### src/rtl/odin_uart_pkg.sv
// Shared definitions for the tinyODIN AER-to-UART transmit bridge.
package odin_uart_pkg;

    localparam int unsigned AER_ADDR_W = 8;
    localparam int unsigned TS_W       = 8;
    localparam int unsigned EVT_W      = AER_ADDR_W + TS_W;

    // AER handshake side: waiting for a request, or holding the acknowledge
    typedef enum logic {
        A_IDLE = 1'b0,
        A_ACK  = 1'b1
    } aer_state_t;

    // Byte serialiser: idle, presenting the address byte, presenting the timestamp byte
    typedef enum logic [1:0] {
        T_IDLE = 2'd0,
        T_ADDR = 2'd1,
        T_TS   = 2'd2
    } tx_state_t;

    // One buffered event as stored in the FIFO
    typedef struct packed {
        logic [AER_ADDR_W-1:0] addr;
        logic [TS_W-1:0]       ts;
    } aer_evt_t;

endpackage

### src/rtl/aerout_axis_tx_if.sv
// Byte-wide AXI-Stream link from the bridge to the UART transmitter.
interface aerout_axis_tx_if;
    import odin_uart_pkg::*;

    logic [AER_ADDR_W-1:0] tdata;
    logic                  tvalid;
    logic                  tready;

    modport master (output tdata, output tvalid, input tready);
    modport slave  (input tdata, input tvalid, output tready);

endinterface

### src/rtl/aer_event_fifo.sv
// Synchronous event FIFO with occupancy count; full/empty derived from the registered level.
module aer_event_fifo
    import odin_uart_pkg::*;
#(
    parameter int unsigned DEPTH = 16,
    parameter int unsigned W     = EVT_W
) (
    input  logic                       clk,
    input  logic                       rst,
    input  logic                       wr_i,
    input  logic [W-1:0]               wdata_i,
    input  logic                       rd_i,
    output logic [W-1:0]               rdata_o,
    output logic                       full_o,
    output logic                       empty_o,
    output logic [$clog2(DEPTH):0]     level_o
);

    localparam int unsigned AW = (DEPTH > 1) ? $clog2(DEPTH) : 1;
    localparam int unsigned LW = $clog2(DEPTH) + 1;

    logic [W-1:0]  mem_q [DEPTH];
    logic [AW-1:0] wptr_q;
    logic [AW-1:0] rptr_q;
    logic [LW-1:0] level_q;
    logic          do_wr;
    logic          do_rd;

    assign full_o  = (level_q == LW'(DEPTH));
    assign empty_o = (level_q == '0);
    assign do_wr   = wr_i && !full_o;
    assign do_rd   = rd_i && !empty_o;
    assign rdata_o = mem_q[rptr_q];
    assign level_o = level_q;

    // Storage array; contents need no reset since level gates every read
    always_ff @(posedge clk) begin
        if (do_wr) begin
            mem_q[wptr_q] <= wdata_i;
        end
    end

    // Pointers wrap naturally because DEPTH is a power of two
    always_ff @(posedge clk or posedge rst) begin
        if (rst) begin
            wptr_q  <= '0;
            rptr_q  <= '0;
            level_q <= '0;
        end else begin
            if (do_wr) wptr_q <= wptr_q + AW'(1);
            if (do_rd) rptr_q <= rptr_q + AW'(1);
            case ({do_wr, do_rd})
                2'b10:   level_q <= level_q + LW'(1);
                2'b01:   level_q <= level_q - LW'(1);
                default: level_q <= level_q;
            endcase
        end
    end

endmodule

### src/rtl/aerout_axis_tx.sv
// tinyODIN AEROUT bridge: completes the 4-phase REQ/ACK handshake, timestamps and
// buffers each event, then serialises it to the UART as ADDR (and optionally TS) bytes.
module aerout_axis_tx
    import odin_uart_pkg::*;
#(
    parameter int unsigned FIFO_DEPTH  = 16,
    parameter int unsigned SYNC_STAGES = 2,
    parameter int unsigned TS_DIV      = 850,
    parameter bit          EMIT_TS     = 1'b1
) (
    input  logic                          clk,
    input  logic                          rst,
    input  logic [AER_ADDR_W-1:0]         AEROUT_ADDR,
    input  logic                          AEROUT_REQ,
    output logic                          AEROUT_ACK,
    aerout_axis_tx_if.master              m_axis,
    output logic [$clog2(FIFO_DEPTH):0]   fifo_level,
    output logic [EVT_W-1:0]              evt_count
);

    localparam int unsigned PW = (TS_DIV > 1) ? $clog2(TS_DIV) : 1;

    logic                  req_s;
    logic [PW-1:0]         presc_q;
    logic [TS_W-1:0]       ts_q;
    logic                  ts_tick;

    aer_state_t            a_q, a_d;
    tx_state_t             t_q, t_d;
    logic [AER_ADDR_W-1:0] tdata_q, tdata_d;
    logic [EVT_W-1:0]      evt_cnt_q;

    logic                  fifo_wr;
    logic                  fifo_rd;
    logic                  fifo_full;
    logic                  fifo_empty;
    aer_evt_t              wr_evt;
    aer_evt_t              head;

    generate
        if (SYNC_STAGES == 0) begin : g_nosync
            assign req_s = AEROUT_REQ;
        end else begin : g_sync
            logic [SYNC_STAGES-1:0] sync_q;
            // REQ synchroniser; the cast drops the oldest bit so one stage also works
            always_ff @(posedge clk or posedge rst) begin
                if (rst) sync_q <= '0;
                else     sync_q <= SYNC_STAGES'({sync_q, AEROUT_REQ});
            end
            assign req_s = sync_q[SYNC_STAGES-1];
        end
    endgenerate

    assign ts_tick = (presc_q == PW'(TS_DIV - 1));

    // Prescaler and 8-bit timestamp counter
    always_ff @(posedge clk or posedge rst) begin
        if (rst) begin
            presc_q <= '0;
            ts_q    <= '0;
        end else if (ts_tick) begin
            presc_q <= '0;
            ts_q    <= ts_q + TS_W'(1);
        end else begin
            presc_q <= presc_q + PW'(1);
        end
    end

    // AER FSM state register and accepted-event counter
    always_ff @(posedge clk or posedge rst) begin
        if (rst) begin
            a_q       <= A_IDLE;
            evt_cnt_q <= '0;
        end else begin
            a_q <= a_d;
            if (fifo_wr) evt_cnt_q <= evt_cnt_q + EVT_W'(1);
        end
    end

    // AER FSM: one FIFO write per handshake, withheld while the FIFO is full
    always_comb begin
        a_d     = a_q;
        fifo_wr = 1'b0;
        unique case (a_q)
            A_IDLE: begin
                if (req_s && !fifo_full) begin
                    fifo_wr = 1'b1;
                    a_d     = A_ACK;
                end
            end
            A_ACK: begin
                if (!req_s) a_d = A_IDLE;
            end
        endcase
    end

    assign AEROUT_ACK  = (a_q == A_ACK);
    assign wr_evt.addr = AEROUT_ADDR;
    assign wr_evt.ts   = ts_q;

    aer_event_fifo #(
        .DEPTH (FIFO_DEPTH),
        .W     (EVT_W)
    ) u_fifo (
        .clk     (clk),
        .rst     (rst),
        .wr_i    (fifo_wr),
        .wdata_i (wr_evt),
        .rd_i    (fifo_rd),
        .rdata_o (head),
        .full_o  (fifo_full),
        .empty_o (fifo_empty),
        .level_o (fifo_level)
    );

    // TX FSM state and registered output byte
    always_ff @(posedge clk or posedge rst) begin
        if (rst) begin
            t_q     <= T_IDLE;
            tdata_q <= '0;
        end else begin
            t_q     <= t_d;
            tdata_q <= tdata_d;
        end
    end

    // TX FSM: the head entry stays in the FIFO until its last byte is accepted
    always_comb begin
        t_d     = t_q;
        tdata_d = tdata_q;
        fifo_rd = 1'b0;
        unique case (t_q)
            T_IDLE: begin
                if (!fifo_empty) begin
                    t_d     = T_ADDR;
                    tdata_d = head.addr;
                end
            end
            T_ADDR: begin
                if (m_axis.tready) begin
                    if (EMIT_TS) begin
                        t_d     = T_TS;
                        tdata_d = head.ts;
                    end else begin
                        fifo_rd = 1'b1;
                        t_d     = T_IDLE;
                    end
                end
            end
            T_TS: begin
                if (m_axis.tready) begin
                    fifo_rd = 1'b1;
                    t_d     = T_IDLE;
                end
            end
            default: t_d = T_IDLE;
        endcase
    end

    assign m_axis.tvalid = (t_q != T_IDLE);
    assign m_axis.tdata  = tdata_q;
    assign evt_count     = evt_cnt_q;

endmodule

### src/flat_wrapper.sv
// flat-port wrapper written by rule: the top's interface ports become plain ports
module aerout_axis_tx_flat import odin_uart_pkg::*;
#(
    parameter int unsigned FIFO_DEPTH  = 16,
    parameter int unsigned SYNC_STAGES = 2,
    parameter int unsigned TS_DIV      = 850,
    parameter bit          EMIT_TS     = 1'b1
)
  (clk, rst, AEROUT_ADDR, AEROUT_REQ, AEROUT_ACK, fifo_level, evt_count, m_axis_tdata, m_axis_tvalid, m_axis_tready);
  aerout_axis_tx_if m_axis_i ();
  input  logic clk;
  input  logic rst;
  input  logic [AER_ADDR_W-1:0] AEROUT_ADDR;
  input  logic AEROUT_REQ;
  output logic AEROUT_ACK;
  output logic [$clog2(FIFO_DEPTH):0] fifo_level;
  output logic [EVT_W-1:0] evt_count;
  output wire logic [$bits(m_axis_i.tdata)-1:0] m_axis_tdata;
  output wire logic [$bits(m_axis_i.tvalid)-1:0] m_axis_tvalid;
  input wire logic [$bits(m_axis_i.tready)-1:0] m_axis_tready;
  assign m_axis_tdata = m_axis_i.tdata;
  assign m_axis_tvalid = m_axis_i.tvalid;
  assign m_axis_i.tready = m_axis_tready;
  aerout_axis_tx #(.FIFO_DEPTH(FIFO_DEPTH), .SYNC_STAGES(SYNC_STAGES), .TS_DIV(TS_DIV), .EMIT_TS(EMIT_TS)) u_core (.clk(clk), .rst(rst), .AEROUT_ADDR(AEROUT_ADDR), .AEROUT_REQ(AEROUT_REQ), .AEROUT_ACK(AEROUT_ACK), .m_axis(m_axis_i), .fifo_level(fifo_level), .evt_count(evt_count));
endmodule
### config.mk
export PLATFORM = sky130hd
export DESIGN_NAME = aerout_axis_tx_flat
export DESIGN_NICKNAME = d
export VERILOG_FILES = /design/src/rtl/odin_uart_pkg.sv /design/src/rtl/aerout_axis_tx_if.sv /design/src/rtl/aer_event_fifo.sv /design/src/rtl/aerout_axis_tx.sv /design/src/flat_wrapper.sv
export SDC_FILE = /design/constraint.sdc
export NUM_CORES = 1
export LEC_CHECK = 0
export CORE_MARGIN = 2
export CORE_UTILIZATION = 35
export CTS_BUF_LIST = sky130_fd_sc_hd__clkbuf_2
export DETAILED_ROUTE_END_ITERATION = 10
export SLEW_MARGIN = 25
export SYNTH_ARGS = -nofsm -noshare
export SYNTH_HDL_FRONTEND = slang
export SYNTH_SLANG_ARGS = --single-unit
### constraint.sdc
create_clock -name clk -period 2.96 [get_ports clk]
set_clock_uncertainty 0.2 [all_clocks]
set_input_delay 0.888 -clock clk [delete_from_list [all_inputs] [get_ports clk]]
set_output_delay 0.888 -clock clk [all_outputs]
set_load 0.03 [all_outputs]
# After elaboration in Yosys (flattened, before gate mapping)
# Memories as Yosys holds them, arrays and structs flattened.
# Index checks and enable logic that the tools add are counted.
[classes]
n_eq_ne = 9
bitwise = 1
mux = 17
reduce_logical = 12
addsub = 7
[op_table]
columns = ["cell", "count"]
rows = [
  ["adder 16 x 1 -> 16 bit (second input constant)", 1],
  ["two-way mux 8 bit", 2],
  ["one-hot mux 8 bit (2 select lines)", 1],
  ["adder 10 x 1 -> 10 bit (second input constant)", 1],
  ["equality test 10 bit (second input constant)", 1],
  ["two-way mux 10 bit", 1],
  ["one-hot mux 5 bit (2 select lines)", 1],
  ["adder 4 x 1 -> 4 bit (second input constant)", 2],
  ["adder 8 x 1 -> 8 bit (second input constant)", 1],
  ["two-way mux 1 bit", 7],
  ["two-way mux 2 bit", 3],
  ["!= test 2 bit (second input constant)", 3],
  ["one-hot mux 2 bit (3 select lines)", 1],
  ["AND reduction 3 bit", 2],
  ["nonzero test 2 bit", 3],
  ["adder 5 x 1 -> 5 bit (second input constant)", 1],
  ["equality test 5 bit (second input constant)", 1],
  ["logical NOT 5 bit", 1],
  ["subtractor 5 x 1 -> 5 bit (second input constant)", 1],
  ["equality test 2 x 1 -> 1 bit (second input constant)", 2],
  ["equality test 2 bit (second input constant)", 2],
  ["logical AND 1 bit", 3],
  ["logical NOT 1 bit", 2],
  ["logical NOT 2 bit", 1],
  ["other kinds (2)", 2],
]
[totals]
ram_bits = 256
wordCells = 57
mem_count = 1
inputBits = 12
regBits = 60
[mem_list]
columns = ["name", "words", "width", "read_ports", "rd_clocked_by_memory_dff", "write_ports", "line_no", "source"]
rows = [
  ["u_core.u_fifo.mem_q", 16, 16, 1, 0, 1, "aer_event_fifo.sv:22", "logic [W-1:0] mem_q [DEPTH];"],
]

# Depth between registers and ports, before layout
[depth]
word_depth = 8
ltp_mapped = 14
mapped_depth_nobuf = 11

# Cells and area by module
# From an unflattened synthesis, not the netlist that was laid out.
[unflattened]
cells_unflattened = 741
hier_area_um2 = 13051.3
[by_module_without_submodules]
columns = ["mod", "area_per_inst_um2", "instances", "cells_per_inst", "seq_area_each_um2"]
rows = [
  ["aer_event_fifo", 10899.2, 1, 556, 8012.7],
  ["aerout_axis_tx", 2152.1, 1, 185, 1176.1],
]

# Least setup slack after synthesis
# Ideal clock, no wire load.
[synth_timing]
path_type = "reg-to-reg"
startpoint = "register u_core.u_fifo.level_q[1], in the netlist u_core.u_fifo.level_o[1]"
endpoint = "register u_core.u_fifo.level_q[4], in the netlist u_core.u_fifo.level_o[4]"
path_buffers = 3
stages_incl_launch_ff = 15
arrival_time_ns = 2.775
required_time_ns = 2.636
setup_slack_ns = -0.140
path_cell_list = "dfrtp_1 buf_2 nor4_4 a21oi_1 and3_1 buf_2 ha_1 clkbuf_1 xor2_1 ha_1 o211ai_1 a21oi_1 a31oi_1 nor2_1 xnor2_1"
[synth_between]
elab_cells_between_ends = 15
cone_classes = "2 x add/sub; 3 x eq/ne; 3 x mux; 7 x reduce/logical"
[synth_lines]
columns = ["item", "line_no", "source"]
rows = [
  ["start, declared", "aer_event_fifo.sv:25", "logic [LW-1:0] level_q;"],
  ["start signal, assigned", "aer_event_fifo.sv:53", "2'b10: level_q <= level_q + LW'(1);"],
  ["start signal, assigned", "aer_event_fifo.sv:54", "2'b01: level_q <= level_q - LW'(1);"],
  ["start signal, assigned", "aer_event_fifo.sv:55", "default: level_q <= level_q;"],
  ["logical NOT 5 bit (*)", "aer_event_fifo.sv:30", "assign empty_o = (level_q == '0);"],
  ["logical NOT 1 bit (*)", "--", ""],
  ["logical AND 1 bit (*)", "aer_event_fifo.sv:32", "assign do_rd = rd_i && !empty_o;"],
  ["net u_core.u_fifo.do_rd", "aer_event_fifo.sv:27", "logic do_rd;"],
  ["equality test 2 x 1 -> 1 bit or equality test 2 bit (tied branches)", "aer_event_fifo.sv:52", "case ({do_wr, do_rd})"],
  ["one-hot mux 5 bit (2 select lines) or nonzero test 2 bit (tied branches)", "--", ""],
]
# The timed path passes the listed nets; every way through them passes the cells marked *.
# A chain may end at the register's enable or synchronous reset.

# Worst setup path after layout
[layout_timing]
startpoint = "register u_core.u_fifo.level_q[3], in the netlist u_core.u_fifo.level_o[3]"
endpoint = "output fifo_level[3]"
[layout_lines]
columns = ["item", "line_no", "source"]
rows = [
  ["end, declared", "flat_wrapper.sv:16", "output logic [$clog2(FIFO_DEPTH):0] fifo_level;"],
]
# No word-level cell between the ends.

==> flow_summary.toml <==
[place]
portBuffers = 42
dp_cells = 1239
dp_hpwl_mm = 16.58
place.gp.congestion = 0.7697

[critical_path]
required_ns = 1.87
cp-end-kind = "output pin"
slowest_stage = "dfrtp_1"
criticalPathCategory = "reg -> out"
arrival_ns = 1.75
crit_fanout = 4
critPathLaunch = "u_core.u_fifo.level_o[3]$_DFFE_PP0P_"
start_kind = "flop"
crit_chain = "dlygate4sd2_1"
r2r_start = "u_core.u_fifo.level_o[1]$_DFFE_PP0P_"
r2r_setup_slack_ns = 0.22
critical-path-top-delay-family = "flip-flops"
path_buf_inv = 1
critPathMaxStageDelay_ns = 0.46

[timing]
hold_violations = 0
rsz0062_at_grt = "false"
tightest_slew_ns = 0.7268
finalSetupViolations = 0
fmax_mhz = 352.3
relSlewSlack = 0.5155
period_needed_ns = 2.839
slew_violations = 0
finalCritPeriodShare = 0.9590

[global_routing]
antenna_found_initial = 1
grt_first_pass_wirelength_mm = 43.70
grt_pass1_vias = 7380
grt_max_degree = 51
grt_usage = 0.1542
grt-ovfl-total = 0

[clocking]
cts_buffer_depth = 3
clk_pin_slew_ns = 0.10
root_buffer = "clkbuf_2"
htree_levels = 3
numCtsBuffers = 78
worstSkewPairLatency_ns = 0.86
cts_num_sinks = 316
cts_tree = "yes"

[layout]
post-route-util = 0.4113
register_area_um2 = 9199
nets = 889
multi_input_area_um2 = 3328
finalNonFillerCells = 1390
fill_cells = 3309
syn_to_final_growth_pct = 15.37
drive_gt1_frac = 0.3050

[drt]
drt_iter0_markers = 628
drcViolationCount = 0
via_count = 7062
drtPass1Iterations = 5
drtAntennaViolNets = 0
drt_wl_total_mm = 28.75
vias_per_cell = 5.081
post_drt_wl_per_cell_um = 20.68

[floorplanning]
die_area_um2 = 37950
die_h_um = 194.8
num_rows = 69
io_pins = 43
core_area_um2 = 35740
fp.dieW_um = 194.8
initial_utilization = 0.3565

[synthesis]
synth_area_leaders = "edfxtp_1 60%, dfrtp_1 12%, mux4_2 7.6%"
seq_area_frac_synth = 0.7212
synth_nets = 741
synth_cell_types = 50
postSynth.asyncResetShare = 0.1899
synth_top_area_frac = 0.6034
avgSynthCellArea_um2 = 17.79
synth_ff_type = "edfxtp_1"
synth_edf_count = 256
yosysTopAreaCell = "edfxtp_1"
ys.warnings.count = 0
synth-seq-cells = 316
synth.cell_area_um2 = 12740
postSynthCellCount = 716

[min_path]
min_path_type = "in -> async"

[power]
p_total_mw = 12.03
irDropWorstVdd_v = 0.0003453
p_per_area_nw_per_um2 = 818.4
power_leakage_nw = 5.293

[flow_run]
drv_cap = 0

[outcome]
status = "finished, final reports clean"
[routing by layer]
metal	global-route usage	wire [um]
met4	0.05230	493
met3	0.03679	1827
met2	0.2403	13400
met1	0.2128	13030
met5	0	0
[layout make-up]
class,count,area share
tap,461,0.03924
clock inverter,22,0.006384
antenna,1,0.0001702
sequential,316,0.6258
clock buffer,122,0.04154
inverter,8,0.002043
multi-input combinational,361,0.2264
timing repair buffer,99,0.05839
[through the flow]
stage / TNS, ns / setup slack [ns] / hold WS, ns / area [um2]
floorplan: 0 / 0.007532 / 0.1312 / 12760
global placement: -0.1315 / -0.1315 / 0.1357 / 13980
detailed placement: -0.1111 / -0.1058 / 0.1355 / 13980
CTS: -0.05720 / -0.05720 / 0.01172 / 14650
global route: 0 / 0.01158 / 0.03306 / 14700
finish: 0 / 0.1212 / 0.09771 / 14700
[cells by family after synthesis]
group | count (synthesis) | share of synthesized area
flip-flops | 316 | 0.7212
AND/OR/NAND/NOR | 137 | 0.05843
multiplexers | 91 | 0.1177
AO/OA/AOI/OAI | 78 | 0.04252
XOR/XNOR | 42 | 0.02887
buffers and inverters | 39 | 0.01846
adder cells (fa/ha/maj) | 13 | 0.01277
[cell usage in the layout, fill, tap and decap left out, types with 3 or more instances in the layout]
master | netlist | routed
nand3_1 | 13 | 13
clkdlybuf4s50_1 | 0 | 11
nor3_1 | 4 | 4
nand3b_1 | 5 | 5
clkbuf_2 | 0 | 122
and2_1 | 18 | 18
a211oi_1 | 5 | 4
a22oi_1 | 5 | 5
clkinv_1 | 0 | 16
xor2_1 | 16 | 16
a21oi_1 | 12 | 11
dfrtp_1 | 60 | 54
buf_4 | 7 | 53
dfrtp_2 | 0 | 5
ha_1 | 13 | 12
mux2i_1 | 10 | 10
dlygate4sd2_1 | 0 | 28
a311oi_1 | 5 | 5
mux4_2 | 43 | 43
o22ai_1 | 12 | 12
nand4_1 | 8 | 8
nand2_1 | 24 | 24
mux2_2 | 36 | 36
o21ai_0 | 14 | 14
inv_1 | 8 | 7
clkinvlp_4 | 0 | 3
and3_1 | 10 | 10
edfxtp_1 | 256 | 256
buf_12 | 0 | 4
inv_2 | 0 | 4
and4_1 | 3 | 3
o221ai_1 | 8 | 8
nor2_1 | 32 | 32
xnor2_1 | 26 | 26
nand2b_1 | 3 | 3
nor2b_1 | 8 | 8
[cells in the mapped netlist (3+ instances only)]
master      n
a211oi_1    5
a21oi_1    12
a22oi_1     5
a311oi_1    5
and2_1     18
and3_1     10
and4_1      3
buf_2      11
buf_4       7
buf_6       5
clkbuf_1    7
dfrtp_1    60
edfxtp_1  256
ha_1       13
inv_1       8
mux2_2     36
mux2i_1    10
mux4_2     43
nand2_1    24
nand2b_1    3
nand3_1    13
nand3b_1    5
nand4_1     8
nor2_1     32
nor2b_1     8
nor3_1      4
o21ai_0    14
o221ai_1    8
o22ai_1    12
xnor2_1    26
xor2_1     16
[flip-flops by register name, summed over array words and instances, names as in the netlist, 2 cells and up]
signal                 flops
u_core.u_fifo.rptr_q       4
u_core.presc_q            10
u_core.u_fifo.mem_q      256
u_core.u_fifo.level_o      5
u_core.g_sync.sync_q       2
u_core.ts_q                8
u_core.m_axis.tdata        8
u_core.t_q                 2
u_core.u_fifo.wptr_q       4
u_core.evt_count          16
[final timing paths]
check,to,cells after the start
min,u_core.presc_q[3]$_DFF_PP0_,2
min in group clk,u_core.g_sync.sync_q[1]$_DFF_PP0_,0
max reg2reg,u_core.u_fifo.level_o[4]$_DFFE_PP0P_,11
max in group asynchronous,u_core.u_fifo.rptr_q[0]$_DFFE_PP0P_,3
min reg2reg,u_core.g_sync.sync_q[1]$_DFF_PP0_,0
max,fifo_level[3],1
[power breakdown]
part | internal [mW] | switching, mW | total [mW] | leakage [nW]
logic | 1.67 | 1.96 | 3.62 | 1.68
clock network | 1.09 | 1.72 | 2.81 | 0.545
registers | 5.17 | 0.419 | 5.59 | 3.06
[timing repair]
item,4_1_cts,5_1_grt
hold buffers,0,0
gates resized for setup,34,5
setup buffers,0,6
endpoints found under the setup margin,31,4
pin swaps,0,1
Note: power is estimated with default switching activity, not from simulation.
